<file path="config.mk">
export PLATFORM = sky130hd
export DESIGN_NAME = ysyx_25020037_ifu_flat
export DESIGN_NICKNAME = d
export VERILOG_FILES = /design/src/rtl/ysyx_25020037_ifu_if.sv /design/src/rtl/ysyx_25020037_ifu.sv /design/src/flat_wrapper.sv
export SDC_FILE = /design/constraint.sdc
export NUM_CORES = 1
export LEC_CHECK = 0
export ABC_AREA = 1
export CAP_MARGIN = 20
export CORE_MARGIN = 2
export CORE_UTILIZATION = 45
export DETAILED_ROUTE_END_ITERATION = 8
export GPL_ROUTABILITY_DRIVEN = 0
export PLACE_DENSITY = 0.75
export SLEW_MARGIN = 10
export SYNTH_ARGS = -nofsm -noshare
export SYNTH_HDL_FRONTEND = slang
export SYNTH_SLANG_ARGS = --single-unit
</file>
<file path="constraint.sdc">
create_clock -name clk -period 2.3 [get_ports clk]
set_clock_uncertainty 0.1 [all_clocks]
set_input_delay 0.46 -clock clk [delete_from_list [all_inputs] [get_ports clk]]
set_output_delay 0.46 -clock clk [all_outputs]
set_load 0.02 [all_outputs]
</file>
<file path="src/rtl/ysyx_25020037_ifu_if.sv">
// ============================================================================
// Module      : ysyx_25020037_ifu_if
// Description : IFU decode handshake, redirect and AXI4-Lite read channel bundle.
// Revision    : 1.0 - initial release
// ============================================================================
`default_nettype none

interface ysyx_25020037_ifu_if;
    logic        idu_ready;
    logic        ifu_valid;
    logic [63:0] fu_to_du_bus;
    logic        exu_dnpc_valid;
    logic [31:0] exu_dnpc;
    logic        fence_i;
    logic        ifu_arvalid;
    logic [31:0] ifu_araddr;
    logic        ifu_arready;
    logic        ifu_rvalid;
    logic [31:0] ifu_rdata;
    logic [1:0]  ifu_rresp;
    logic        ifu_rready;
    logic        ifu_access_fault;

    modport master (
        input  idu_ready, exu_dnpc_valid, exu_dnpc, fence_i,
               ifu_arready, ifu_rvalid, ifu_rdata, ifu_rresp,
        output ifu_valid, fu_to_du_bus, ifu_arvalid, ifu_araddr,
               ifu_rready, ifu_access_fault
    );

    modport slave (
        output idu_ready, exu_dnpc_valid, exu_dnpc, fence_i,
               ifu_arready, ifu_rvalid, ifu_rdata, ifu_rresp,
        input  ifu_valid, fu_to_du_bus, ifu_arvalid, ifu_araddr,
               ifu_rready, ifu_access_fault
    );
endinterface

`default_nettype wire

</file>
<file path="src/rtl/ysyx_25020037_ifu.sv">
// ============================================================================
// Module      : ysyx_25020037_ifu
// Description : Instruction fetch stage; optional direct-mapped I-cache built
//               when YSYX_25020037_ICACHE_EN is defined.
// Revision    : 1.0 - initial release
// ============================================================================
`default_nettype none

module ysyx_25020037_ifu #(
    parameter logic [31:0] RESET_PC     = 32'h3000_0000,
    parameter int          ICACHE_LINES = 16
) (
    input wire                   clk,
    input wire                   rst,
    ysyx_25020037_ifu_if.master  bus
);

    typedef enum logic [2:0] {
        S_IDLE   = 3'd0,
`ifdef YSYX_25020037_ICACHE_EN
        S_LOOKUP = 3'd1,
`endif
        S_AR     = 3'd2,
        S_R      = 3'd3,
        S_HOLD   = 3'd4,
        S_FAULT  = 3'd5
    } state_t;

`ifdef YSYX_25020037_ICACHE_EN
    localparam state_t c_FETCH_START = S_LOOKUP;
`else
    localparam state_t c_FETCH_START = S_AR;
`endif

    state_t      r_state;
    state_t      w_state_nxt;
    logic [31:0] r_pc;
    logic [31:0] w_pc_nxt;
    logic        r_valid;
    logic        w_valid_nxt;
    logic [63:0] r_bus;
    logic [63:0] w_bus_nxt;
    logic        r_pend;
    logic        w_pend_nxt;
    logic [31:0] r_pend_pc;
    logic [31:0] w_pend_pc_nxt;

    logic        w_redir;
    logic [31:0] w_target;

    assign w_redir  = bus.exu_dnpc_valid;
    assign w_target = bus.exu_dnpc;

`ifdef YSYX_25020037_ICACHE_EN
    localparam int c_IDX_W = $clog2(ICACHE_LINES);
    localparam int c_TAG_W = 30 - c_IDX_W;

    logic [c_TAG_W-1:0] r_tag [ICACHE_LINES];
    logic [31:0]        r_data [ICACHE_LINES];
    logic [ICACHE_LINES-1:0] r_line_valid;
    logic [c_IDX_W-1:0] w_idx;
    logic [c_TAG_W-1:0] w_tag;
    logic               w_hit;
    logic               w_fill;

    assign w_idx = r_pc[2 +: c_IDX_W];
    assign w_tag = r_pc[31 -: c_TAG_W];
    assign w_hit = r_line_valid[w_idx] && (r_tag[w_idx] == w_tag);

    // fence_i has priority so a fill racing an invalidate stays invalid
    always_ff @(posedge clk) begin
        if (rst) begin
            r_line_valid <= '0;
        end else if (bus.fence_i) begin
            r_line_valid <= '0;
        end else if (w_fill) begin
            r_line_valid[w_idx] <= 1'b1;
        end
    end

    always_ff @(posedge clk) begin
        if (w_fill) begin
            r_tag[w_idx]  <= w_tag;
            r_data[w_idx] <= bus.ifu_rdata;
        end
    end
`else
    logic w_unused_cfg;
    assign w_unused_cfg = bus.fence_i | (ICACHE_LINES < 2);
`endif

    always_comb begin
        w_state_nxt   = r_state;
        w_pc_nxt      = r_pc;
        w_valid_nxt   = r_valid;
        w_bus_nxt     = r_bus;
        w_pend_nxt    = r_pend;
        w_pend_pc_nxt = r_pend_pc;
`ifdef YSYX_25020037_ICACHE_EN
        w_fill        = 1'b0;
`endif
        case (r_state)
            S_IDLE: begin
                if (w_redir) begin
                    w_pc_nxt = w_target;
                end
                w_state_nxt = c_FETCH_START;
            end
`ifdef YSYX_25020037_ICACHE_EN
            S_LOOKUP: begin
                if (w_redir) begin
                    w_pc_nxt    = w_target;
                    w_state_nxt = S_LOOKUP;
                end else if (w_hit) begin
                    w_bus_nxt   = {r_pc, r_data[w_idx]};
                    w_valid_nxt = 1'b1;
                    w_state_nxt = S_HOLD;
                end else begin
                    w_state_nxt = S_AR;
                end
            end
`endif
            S_AR: begin
                // the address phase is never withdrawn; a redirect waits for the response
                if (w_redir) begin
                    w_pend_nxt    = 1'b1;
                    w_pend_pc_nxt = w_target;
                end
                if (bus.ifu_arready) begin
                    w_state_nxt = S_R;
                end
            end
            S_R: begin
                if (bus.ifu_rvalid) begin
                    if (w_redir || r_pend) begin
                        w_pc_nxt    = w_redir ? w_target : r_pend_pc;
                        w_pend_nxt  = 1'b0;
                        w_state_nxt = c_FETCH_START;
                    end else if (bus.ifu_rresp == 2'b00) begin
                        w_bus_nxt   = {r_pc, bus.ifu_rdata};
                        w_valid_nxt = 1'b1;
`ifdef YSYX_25020037_ICACHE_EN
                        w_fill      = 1'b1;
`endif
                        w_state_nxt = S_HOLD;
                    end else begin
                        w_state_nxt = S_FAULT;
                    end
                end else if (w_redir) begin
                    w_pend_nxt    = 1'b1;
                    w_pend_pc_nxt = w_target;
                end
            end
            S_HOLD: begin
                if (w_redir) begin
                    w_pc_nxt    = w_target;
                    w_valid_nxt = 1'b0;
                    w_state_nxt = c_FETCH_START;
                end else if (bus.idu_ready) begin
                    w_pc_nxt    = r_pc + 32'd4;
                    w_valid_nxt = 1'b0;
                    w_state_nxt = c_FETCH_START;
                end
            end
            S_FAULT: begin
                if (w_redir) begin
                    w_pc_nxt    = w_target;
                    w_state_nxt = c_FETCH_START;
                end
            end
            default: begin
                w_state_nxt = S_IDLE;
            end
        endcase
    end

    always_ff @(posedge clk) begin
        if (rst) begin
            r_state   <= S_IDLE;
            r_pc      <= RESET_PC;
            r_valid   <= 1'b0;
            r_bus     <= '0;
            r_pend    <= 1'b0;
            r_pend_pc <= '0;
        end else begin
            r_state   <= w_state_nxt;
            r_pc      <= w_pc_nxt;
            r_valid   <= w_valid_nxt;
            r_bus     <= w_bus_nxt;
            r_pend    <= w_pend_nxt;
            r_pend_pc <= w_pend_pc_nxt;
        end
    end

    assign bus.ifu_valid        = r_valid;
    assign bus.fu_to_du_bus     = r_bus;
    assign bus.ifu_arvalid      = (r_state == S_AR);
    assign bus.ifu_araddr       = (r_state == S_AR) ? r_pc : 32'h0;
    assign bus.ifu_rready       = (r_state == S_R);
    assign bus.ifu_access_fault = (r_state == S_FAULT);

endmodule

`default_nettype wire

</file>
<file path="src/flat_wrapper.sv">
// flat-port wrapper written by rule: the top's interface ports become plain ports
module ysyx_25020037_ifu_flat 
#(
    parameter logic [31:0] RESET_PC     = 32'h3000_0000,
    parameter int          ICACHE_LINES = 16
)
  (clk, rst, bus_idu_ready, bus_exu_dnpc_valid, bus_exu_dnpc, bus_fence_i, bus_ifu_arready, bus_ifu_rvalid, bus_ifu_rdata, bus_ifu_rresp, bus_ifu_valid, bus_fu_to_du_bus, bus_ifu_arvalid, bus_ifu_araddr, bus_ifu_rready, bus_ifu_access_fault);
  ysyx_25020037_ifu_if bus_i ();
  input wire clk;
  input wire rst;
  input wire logic [$bits(bus_i.idu_ready)-1:0] bus_idu_ready;
  input wire logic [$bits(bus_i.exu_dnpc_valid)-1:0] bus_exu_dnpc_valid;
  input wire logic [$bits(bus_i.exu_dnpc)-1:0] bus_exu_dnpc;
  input wire logic [$bits(bus_i.fence_i)-1:0] bus_fence_i;
  input wire logic [$bits(bus_i.ifu_arready)-1:0] bus_ifu_arready;
  input wire logic [$bits(bus_i.ifu_rvalid)-1:0] bus_ifu_rvalid;
  input wire logic [$bits(bus_i.ifu_rdata)-1:0] bus_ifu_rdata;
  input wire logic [$bits(bus_i.ifu_rresp)-1:0] bus_ifu_rresp;
  output wire logic [$bits(bus_i.ifu_valid)-1:0] bus_ifu_valid;
  output wire logic [$bits(bus_i.fu_to_du_bus)-1:0] bus_fu_to_du_bus;
  output wire logic [$bits(bus_i.ifu_arvalid)-1:0] bus_ifu_arvalid;
  output wire logic [$bits(bus_i.ifu_araddr)-1:0] bus_ifu_araddr;
  output wire logic [$bits(bus_i.ifu_rready)-1:0] bus_ifu_rready;
  output wire logic [$bits(bus_i.ifu_access_fault)-1:0] bus_ifu_access_fault;
  assign bus_i.idu_ready = bus_idu_ready;
  assign bus_i.exu_dnpc_valid = bus_exu_dnpc_valid;
  assign bus_i.exu_dnpc = bus_exu_dnpc;
  assign bus_i.fence_i = bus_fence_i;
  assign bus_i.ifu_arready = bus_ifu_arready;
  assign bus_i.ifu_rvalid = bus_ifu_rvalid;
  assign bus_i.ifu_rdata = bus_ifu_rdata;
  assign bus_i.ifu_rresp = bus_ifu_rresp;
  assign bus_ifu_valid = bus_i.ifu_valid;
  assign bus_fu_to_du_bus = bus_i.fu_to_du_bus;
  assign bus_ifu_arvalid = bus_i.ifu_arvalid;
  assign bus_ifu_araddr = bus_i.ifu_araddr;
  assign bus_ifu_rready = bus_i.ifu_rready;
  assign bus_ifu_access_fault = bus_i.ifu_access_fault;
  ysyx_25020037_ifu #(.RESET_PC(RESET_PC), .ICACHE_LINES(ICACHE_LINES)) u_core (.clk(clk), .rst(rst), .bus(bus_i));
endmodule
</file>
==> results of run 1 <==
## worst min-delay path, cell delays in order, from the launching register on
cell and delay, ns:
dfxtp_1 0.30, inv_1 0.05, a21oi_1 0.04
## metal layers
metal / share of wire (%) / vias up / global-route usage (%)
met1: 47 / 3237 / 36.2
met3: 7.8 / 32 / 4.98
li1: - / 3759 / -
met5: 0 / - / 0
met2: 44 / 314 / 38.6
met4: 1.6 / 0 / 8.27
## cells in the final DEF, fill, tap and decap left out, types with 17 or more instances in the layout
master / Yosys / layout
buf_4: 1 / 45
a21oi_1: 133 / 133
clkbuf_16: 0 / 17
inv_1: 132 / 131
clkdlybuf4s50_1: 0 / 136
nand2_1: 244 / 244
dfxtp_1: 133 / 133
a31oi_1: 21 / 21
o21ai_0: 133 / 133
dlygate4sd2_1: 0 / 33
nand3_1: 21 / 20
nor2_1: 136 / 136
## cell type report
cell class	count	area [µm²]
fillers	1342	5140
well taps	184	230
repair buffers	224	2170
clock inverters	13	111
flip-flops and latches	133	2660
multi-input cells	728	3320
inverters	139	522
clock buffers	19	433
## per-stage QoR
| step | power (mW) | setup TNS [ns] | util [%] | setup WS [ns] | hold slack (ns) |
|---|---|---|---|---|---|
| 4_1_cts | 6.98 | 0 | 64.7 | 0.00704 | 0.343 |
| 2_1_floorplan | 3.77 | 0 | - | 0.424 | 0.324 |
| 3_5_place_dp | 4.52 | -2.37 | 61.3 | -0.0976 | 0.334 |
| 5_1_grt | 7.33 | 0 | 64.8 | 0.0170 | 0.358 |
| 6_report | 6.98 | 0 | 64.8 | 0.0877 | 0.340 |
| 3_3_place_gp | 4.49 | -1.85 | 61.3 | -0.0727 | 0.330 |
## worst max path at each step
stage | startpoint | end | slack (ns) | cells past startpoint
floorplan | bus_exu_dnpc_valid | u_core.bus.fu_to_du_bus[23] | 0.42 | 8
global placement | bus_exu_dnpc_valid | u_core.r_pc[25] | -0.07 | 9
detailed placement | bus_exu_dnpc_valid | u_core.r_pc[25] | -0.1 | 9
CTS | u_core.r_state[2] | bus_ifu_access_fault | 0.007 | 3
global route | u_core.r_state[0] | bus_ifu_araddr[11] | 0.02 | 5
finish | u_core.r_state[0] | bus_ifu_araddr[25] | 0.09 | 5
## cell families (layout without fill, tap and decap cells)
kind of cell    Yosys count  count (layout)  share of synthesized area, %
simple gates            419             419                          24.5
compound gates          300             300                          23.3
buf+inv                 200             395                          11.5
flops                   133             133                          39.5
xor+xnor                  8               8                          1.04
fa+ha+maj                 1               1                         0.186
## where the power goes
group          switching (mW)  internal (mW)
registers               0.187           2.53
logic                    1.07          0.686
clock network            1.03           1.47
## sequential cells by signal, summed over array words and instances (netlist names)
register	count
u_core.r_pc	32
u_core.r_state	3
u_core.bus.fu_to_du_bus	64
u_core.r_pend	1
u_core.bus.ifu_valid	1
u_core.r_pend_pc	32
## repair_timing
item | CTS | global route
gates resized for setup | 34 | 2
buffers inserted | 0 | 0
endpoints found under the setup margin | 34 | 2
==> out/metrics.csv, run 1 <==
stage,metric,value,unit
route,drt initial violations,504,
sta,slew margin rel.,47.0,%
worst_setup_path,library cell contributing the largest single delay on the critical path,dlygate4sd2_1,
synthesis,post-synthesis instance total,1061,
route,DRC violations left,0,
worst_setup_path,startpoint of the worst register-to-register path,u_core.r_state[2],
die,top-level I/O count,173,
worst_setup_path,Critical Path Fanout Max,19,
placement,count of buffers from port buffering,171,
worst_hold_path,startpoint of the tightest hold check path,u_core.bus.fu_to_du_bus[50],
route,aggregate routed wire length,20500,µm
global_routing,wire length of the first global-routing pass,32800,µm
sta,period utilization,96.2,%
die,starting density of the core,46.2,%
synthesis,cell with the most instances after synthesis,nand2_1,
placement,half-perimeter wire length after placement,14700,µm
clock_network,clock insertion delay at the later pin of the skew report,0.42,ns
layout,design area,9450,µm²
worst_setup_path,count of buffering cells on the critical path with inverters included,3,
layout,total inserted antenna cells,0,
worst_setup_path,largest incremental delay on the critical path,0.37,ns
worst_setup_path,ordered cell list for the critical path,inv_2 -> nand3_2 -> buf_4 -> nor2_1 -> dlygate4sd2_1,
sta,post-layout min period,2.21,ns
clock_network,CTS Hold Buffers Added,0,
synthesis,Yosys top cell area share,39.5,%
route,number of vias per cell,5.10,
placement,total placed cells including tap cells,1408,
worst_hold_path,Hold Crit Depth,2,
worst_setup_path,Setup CP Type,flip-flop to output pin,
clock_network,TritonCTS buffer count,17,
synthesis,top cells by area in the synthesized netlist,"dfxtp_1 (39%), nand2_1 (14%), a21oi_1 (9.9%)",
synthesis,cell taking the most area after synthesis,dfxtp_1,
worst_setup_path,required time of the worst setup path,1.74,ns
synthesis,"top cells by count, synth","nand2_1 (244), nor2_1 (136), a21oi_1 (133), dfxtp_1 (133), o21ai_0 (133)",
synthesis,average size of a mapped cell,6.36,µm²
worst_hold_path,endpoint of the worst hold-timing path,u_core.bus.fu_to_du_bus[50],
layout,"number of standard cells in the layout, taps in and fillers out",1440,
synthesis,prevailing post-synth register cell,dfxtp_1,
clock_network,library cell used as clock root buffer,clkbuf_16,
clock_network,H-tree depth,4,
pwr,largest voltage drop on the vdd net,0.000545,V
synthesis,share of flip-flops with an asynchronous set or reset,0,%
layout,share of cells above drive strength 1,8.28,%
clock_network,clock net sink count,133,
global_routing,overflow left after global routing,0,
synthesis,sequential share of the synthesized area,39.5,%
global_routing,aggregate global-route resource usage,25.4,%
route,remaining number of nets flagged by the antenna check after routing,0,
synthesis,Yosys reg bits,133,
clock_network,TritonCTS clock tree,built,
worst_setup_path,Critical Path AT,1.65,ns
sta,Final setup violation count,0,
worst_setup_path,FF-to-FF End,u_core.r_pc[25],
clock_network,Max Buffers Root-to-Sink,2,
global_routing,via count of the first global-routing pass,6550,
synthesis,cell area after synthesis,6740,µm²
outcome,run status,"finished, final reports clean",
sta,Tightest Pin Transition,0.794,ns
pwr,leak pwr,3.84,nW
route,routed length per placed instance,14.2,µm
global_routing,pin count of the biggest net entering global routing,77,
die,overall die height,126,µm
worst_setup_path,internal reg-to-reg setup slack,0.26,ns
die,floorplan row count,44,
worst_hold_path,worst min path class,flip-flop to flip-flop,
layout,final net count,1317,
die,floorplan die area,16000,µm²
worst_setup_path,nature of the critical path endpoint,output pin,
synthesis,"Distinct cells, synth",32,
die,die span in x,126,µm
synthesis,number of enable flip-flop cells after synthesis,0,
sta,maximum clock frequency,452,MHz
worst_setup_path,launching element type of the critical path,flip-flop,
synthesis,count of warnings emitted by yosys,0,
global_routing,antenna violations before repair,0,
route,vias after detailed routing,7342,
worst_setup_path,Top Family by Delay on Critical Path,buffers and inverters,
sta,RSZ-0062 raised after global routing,false,
job,number of max-capacitance violations reported,0,
synthesis,number of nets produced by synthesis,1135,
clock_network,"Clk pin slew, worst setup/hold paths",0.06,ns
route,First-pass DRT Iterations,7,
die,core outline area,14600,µm²
worst_setup_path,Worst R2R Path Depth,9,
pwr,ratio of total power to cell area,739,nW/µm²
sta,Slew Limit Fails,0,
sta,final count of hold timing violations,0,
placement,Area after DPL,8940,µm²
layout,area growth from synthesis to layout,40.1,%
(Power assumes the default switching activity.)
==> run 2: changes to the inputs <==
Settings changed: CORE_UTILIZATION 45 to 49, PLACE_DENSITY 0.75 to 0.81.
==> run 2 against run 1 <==
Hold slack hardly changed. Fmax shrank 0.59%. Worst setup slack lost 0.013 ns. Wire length down 0.16%. Global-route usage up 3.0 points. Die area is 7.9% lower. Critical path type unchanged. Largest cell class unchanged.
==> out/metrics.csv, run 2 (synthesis results as in run 1) <==
stage,metric,value,unit
outcome,run status,"finished, final reports clean",
clock_network,library cell used as clock root buffer,clkbuf_16,
clock_network,H-tree depth,4,
global_routing,pin count of the biggest net entering global routing,72,
worst_hold_path,worst min path class,flip-flop to flip-flop,
route,DRC violations left,0,
route,number of vias per cell,5.24,
worst_setup_path,Setup CP Type,flip-flop to output pin,
route,remaining number of nets flagged by the antenna check after routing,0,
worst_setup_path,Critical Path Fanout Max,12,
sta,period utilization,96.8,%
route,drt initial violations,617,
pwr,largest voltage drop on the vdd net,0.000529,V
global_routing,antenna violations before repair,0,
route,routed length per placed instance,14.4,µm
clock_network,TritonCTS clock tree,built,
placement,count of buffers from port buffering,171,
placement,half-perimeter wire length after placement,14400,µm
layout,"number of standard cells in the layout, taps in and fillers out",1424,
pwr,Net Sw Power,2.27,mW
clock_network,clock insertion delay at the later pin of the skew report,0.42,ns
layout,area growth from synthesis to layout,40.0,%
layout,total inserted antenna cells,0,
layout,most common library cell in the layout ignoring fill and taps,nand2_1,
die,floorplan die area,14700,µm²
clock_network,TritonCTS buffer count,17,
clock_network,Max Buffers Root-to-Sink,2,
pwr,ratio of total power to cell area,785,nW/µm²
die,die span in x,121,µm
global_routing,wire length of the first global-routing pass,33100,µm
layout,fill cell instance count of the final layout,1138,
layout,fraction of the core area covered by cells at the end of the flow,70.7,%
route,First-pass DRT Iterations,5,
layout,max reg flops,64,
worst_setup_path,required time of the worst setup path,1.74,ns
sta,Slew Limit Fails,0,
global_routing,via count of the first global-routing pass,6775,
die,starting density of the core,50.5,%
die,overall die height,121,µm
layout,share of cells above drive strength 1,8.57,%
job,number of max-capacitance violations reported,0,
pwr,leak pwr,3.80,nW
layout,highest-count cells in the layout ignoring fill and taps,"nand2_1 (244), nor2_1 (136), clkdlybuf4s50_1 (136)",
die,core outline area,13300,µm²
sta,Final setup violation count,0,
global_routing,aggregate global-route resource usage,28.4,%
pwr,cell-internal power,5.14,mW
worst_setup_path,launching element type of the critical path,flip-flop,
pwr,proportion of power drawn by the clock network,40.1,%
layout,final net count,1310,
worst_setup_path,Critical Path AT,1.67,ns
route,aggregate routed wire length,20500,µm
die,top-level I/O count,173,
global_routing,overflow left after global routing,0,
sta,final count of hold timing violations,0,
pwr,total power of the final layout,7.41,mW
clock_network,clock net sink count,133,
sta,Tightest Pin Transition,0.776,ns
pwr,net switching fraction of the power,30.7,%
sta,slew margin rel.,48.2,%
die,floorplan row count,42,
sta,RSZ-0062 raised after global routing,false,
sta,maximum clock frequency,449,MHz
sta,post-layout min period,2.23,ns
route,vias after detailed routing,7466,
pwr,combinational fraction of design power,23.1,%
placement,total placed cells including tap cells,1393,
clock_network,"Clk pin slew, worst setup/hold paths",0.05,ns
worst_setup_path,nature of the critical path endpoint,output pin,
pwr,part of the total power dissipated in sequential elements,36.8,%
[run 2: cell count changes in the layout (fill, tap and decap cells not counted)]
cell,before,now
clkinv_4,1,3
dlygate4sd2_1,33,18
bufinv_16,1,5
clkbuf_2,0,9
clkinvlp_4,7,2
clkbuf_1,2,0
buf_4,45,40
nand3_4,1,2
clkdlybuf4s15_1,1,8
clkbuf_8,0,1
buf_12,8,6
nand3_2,2,1
dlymetal6s2s_1,1,0
clkinv_2,4,3
[run 2: final timing paths]
check,start,endpoint,slack [ns],cells past startpoint
setup / recovery,u_core.r_state[0],bus_ifu_araddr[1],0.07,5
setup reg to reg,u_core.r_state[1],u_core.r_pend_pc[29],0.24,9
hold reg to reg,u_core.bus.fu_to_du_bus[10],u_core.bus.fu_to_du_bus[10],0.34,2
hold / removal,u_core.bus.fu_to_du_bus[10],u_core.bus.fu_to_du_bus[10],0.34,2
[run 2: power by group through the flow]
stage          logic, mW  clock network, mW  registers [mW]
2_1_floorplan       1.04                  0            2.73
3_3_place_gp        1.69                  0            2.75
3_5_place_dp        1.71                  0            2.76
4_1_cts             1.69               3.00            2.72
5_1_grt             1.89               3.12            2.75
6_report            1.71               2.97            2.73
[run 2: per-layer routing]
layer | part of all wire (%) | wire length, µm | vias to the layer above | global-route usage, %
li1 | - | - | 3755 | -
met1 | 43 | 8850 | 3318 | 37.7
met2 | 45 | 9240 | 355 | 45.4
met3 | 9.7 | 2000 | 38 | 6.39
met4 | 1.9 | 394 | 0 | 9.77
met5 | 0 | 0 | - | 0
[run 2: per-stage QoR]
step	area, µm²	hold WS [ns]	worst slack, ns	TNS (ns)
floorplan	6740	0.324	0.424	0
global placement	8850	0.330	-0.0709	-1.79
detailed placement	8850	0.335	-0.0747	-2.02
CTS	9460	0.343	0.00233	0
global route	9440	0.355	0.000436	0
finish	9440	0.340	0.0745	0
[run 2: timing repair]
| item | CTS | global route |
|---|---|---|
| gates resized for setup | 36 | 26 |
| hold buffers | 0 | 0 |
| endpoints found under the setup margin | 35 | 17 |
| buffers inserted | 0 | 0 |
[run 2: critical path, cell delays in order, from the launching register on]
cell and delay [ns]:
dfxtp_1 0.30, inv_2 0.13, nand3_4 0.15, buf_4 0.21
nor2_1 0.11, dlygate4sd2_1 0.35
[run 2: area by class of cell]
cell class              instances  area (µm²)  area share, %
multi-input cells             728        3320           35.2
flip-flops and latches        133        2660           28.2
repair buffers                217        2060           21.9
inverters                     139         522           5.53
clock buffers                  18         439           4.65
well taps                     176         220           2.33
clock inverters                13         206           2.19
==> run 3: changes to the inputs <==
Settings changed: CORE_MARGIN 2 to 4, HOLD_SLACK_MARGIN set to 0.06.
==> run 3 against run 2 <==
Count of clock-buffer cells in the layout rose by 2. Non-clock buffer count rose by 3. Clock power rose by 9.8%. Fmax barely moved. Wire length rose by 2.6%. Global-route usage fell by 2.4 points. First-iteration DRC count rose by 25%. Sequential share of layout area fell by 0.40 points. Total power rose by 4.5%. Largest cell class unchanged. Critical path type unchanged. Sequential cell count did not move. Largest power group unchanged.
==> out/metrics.csv, run 3 (synthesis results as in run 1) <==
stage,metric,value,unit
sta,Final setup violation count,0,
route,drt initial violations,772,
global_routing,antenna violations before repair,0,
sta,final count of hold timing violations,0,
pwr,combinational fraction of design power,23.0,%
worst_hold_path,worst min path class,flip-flop to flip-flop,
layout,"number of standard cells in the layout, taps in and fillers out",1428,
layout,design area,9580,µm²
job,number of max-capacitance violations reported,0,
layout,area growth from synthesis to layout,42.0,%
route,vias after detailed routing,7521,
sta,RSZ-0062 raised after global routing,false,
route,number of vias per cell,5.27,
clock_network,TritonCTS clock tree,built,
placement,count of buffers from port buffering,171,
layout,combined flip-flop and latch cell area,2660,µm²
pwr,proportion of power drawn by the clock network,42.0,%
clock_network,library cell used as clock root buffer,clkbuf_16,
route,DRC violations left,0,
die,core outline area,13300,µm²
global_routing,aggregate global-route resource usage,25.9,%
layout,most common library cell in the layout ignoring fill and taps,nand2_1,
route,remaining number of nets flagged by the antenna check after routing,0,
worst_setup_path,Critical Path AT,1.67,ns
pwr,leak pwr,3.87,nW
worst_setup_path,launching element type of the critical path,flip-flop,
worst_setup_path,Critical Path Fanout Max,19,
placement,total placed cells including tap cells,1396,
die,starting density of the core,50.5,%
route,aggregate routed wire length,21000,µm
pwr,largest voltage drop on the vdd net,0.000571,V
clock_network,"Clk pin slew, worst setup/hold paths",0.06,ns
clock_network,H-tree depth,4,
global_routing,wire length of the first global-routing pass,33500,µm
clock_network,Max Buffers Root-to-Sink,2,
pwr,cell-internal power,5.46,mW
worst_setup_path,Top Family by Delay on Critical Path,buffers and inverters,
die,floorplan row count,42,
die,top-level I/O count,173,
clock_network,Post-CTS Setup Repair Bufs,0,
worst_setup_path,ordered cell list for the critical path,inv_2 -> nand3_4 -> buf_12 -> nor2_1 -> dlygate4sd2_1,
worst_setup_path,largest incremental delay on the critical path,0.36,ns
worst_setup_path,Setup CP Type,flip-flop to output pin,
layout,final net count,1313,
worst_setup_path,required time of the worst setup path,1.74,ns
global_routing,overflow left after global routing,0,
layout,total inserted antenna cells,0,
sta,Slew Limit Fails,0,
pwr,net switching fraction of the power,29.5,%
global_routing,via count of the first global-routing pass,6854,
sta,Tightest Pin Transition,0.721,ns
layout,fill cell instance count of the final layout,1066,
placement,Area after DPL,8900,µm²
layout,multi-input gate area in the final layout,3320,µm²
sta,period utilization,96.9,%
route,First-pass DRT Iterations,7,
sta,maximum clock frequency,449,MHz
route,routed length per placed instance,14.7,µm
pwr,ratio of total power to cell area,809,nW/µm²
placement,half-perimeter wire length after placement,15000,µm
sta,slew margin rel.,51.9,%
worst_setup_path,Worst R2R Path Depth,9,
worst_setup_path,stages on the worst setup path,5,
layout,highest-count cells in the layout ignoring fill and taps,"nand2_1 (244), nor2_1 (136), clkdlybuf4s50_1 (136)",
die,floorplan die area,15700,µm²
clock_network,clock net sink count,133,
die,die span in x,125,µm
outcome,run status,"finished, final reports clean",
global_routing,pin count of the biggest net entering global routing,73,
pwr,Net Sw Power,2.29,mW
die,overall die height,125,µm
worst_setup_path,count of buffering cells on the critical path with inverters included,3,
pwr,part of the total power dissipated in sequential elements,35.0,%
worst_setup_path,nature of the critical path endpoint,output pin,
sta,post-layout min period,2.23,ns
layout,max reg flops,64,
clock_network,TritonCTS buffer count,17,
worst_setup_path,library cell contributing the largest single delay on the critical path,dlygate4sd2_1,
sta,total negative setup slack,0,ns
worst_hold_path,Hold Crit Depth,2,
clock_network,CTS Hold Buffers Added,0,
layout,share of cells above drive strength 1,8.39,%
clock_network,clock insertion delay at the later pin of the skew report,0.42,ns
## run 3: cell types whose count changed in the layout (fill, tap and decap cells not counted), sizes merged
cell           change
buf                +3
bufinv             +2
clkbuf             -4
clkdlybuf4s15      -1
clkinv             -5
clkinvlp           +1
dlygate4sd2        +7
inv                +1
## run 3: through the flow
stage	power (mW)	setup slack, ns	hold WS, ns	utilization [%]
6_report	7.75	0.0724	0.340	71.7
5_1_grt	8.08	0.000915	0.356	71.7
4_1_cts	7.75	0.0361	0.342	71.8
3_5_place_dp	4.52	-0.185	0.333	66.7
3_3_place_gp	4.49	-0.0740	0.329	66.7
2_1_floorplan	3.77	0.424	0.324	-
## run 3: per-layer routing
layer	track usage (%)	part of all wire, %	vias up
met4	9.69	2.6	0
met1	34.4	43	3323
met3	5.97	9.3	48
met5	0	0	-
met2	41.4	45	397
li1	-	-	3753
## run 3: final cells by class
type                       count  area share, %
clock buffer                  20           4.87
clock inverter                12           2.57
sequential                   133           27.8
inverter                     139           5.45
tap                          176           2.30
multi-input combinational    728           34.7
timing repair buffer         220           22.3
## run 3: worst register-to-register path, delay by kind of cell (launching register included)
| kind | cells | cell delay, ns |
|---|---|---|
| compound gates | 3 | 0.46 |
| flops | 1 | 0.33 |
| simple gates | 5 | 0.97 |
| fa+ha+maj | 1 | 0.19 |
## run 3: final timing paths
kind	start	slack, ns	to
setup / recovery	u_core.r_state[0]	0.07	bus_ifu_araddr[13]
hold / removal	u_core.bus.fu_to_du_bus[34]	0.34	u_core.bus.fu_to_du_bus[34]
setup reg to reg	u_core.r_pc[2]	0.17	u_core.r_pc[16]
hold reg to reg	u_core.bus.fu_to_du_bus[34]	0.34	u_core.bus.fu_to_du_bus[34]
## run 3: what timing repair did
action                                  CTS  global route
pin swaps                                 0             0
endpoints found under the setup margin   35            10
gates resized for setup                  36            13
gates cloned                              0             0
hold endpoints to repair                  0             0
## run 3: power groups by stage
stage	combinational (mW)	sequential (mW)	clock, mW
global placement	1.75	2.74	0
detailed placement	1.77	2.75	0
global route	1.96	2.73	3.39
CTS	1.76	2.70	3.29
finish	1.78	2.71	3.26
floorplan	1.04	2.73	0
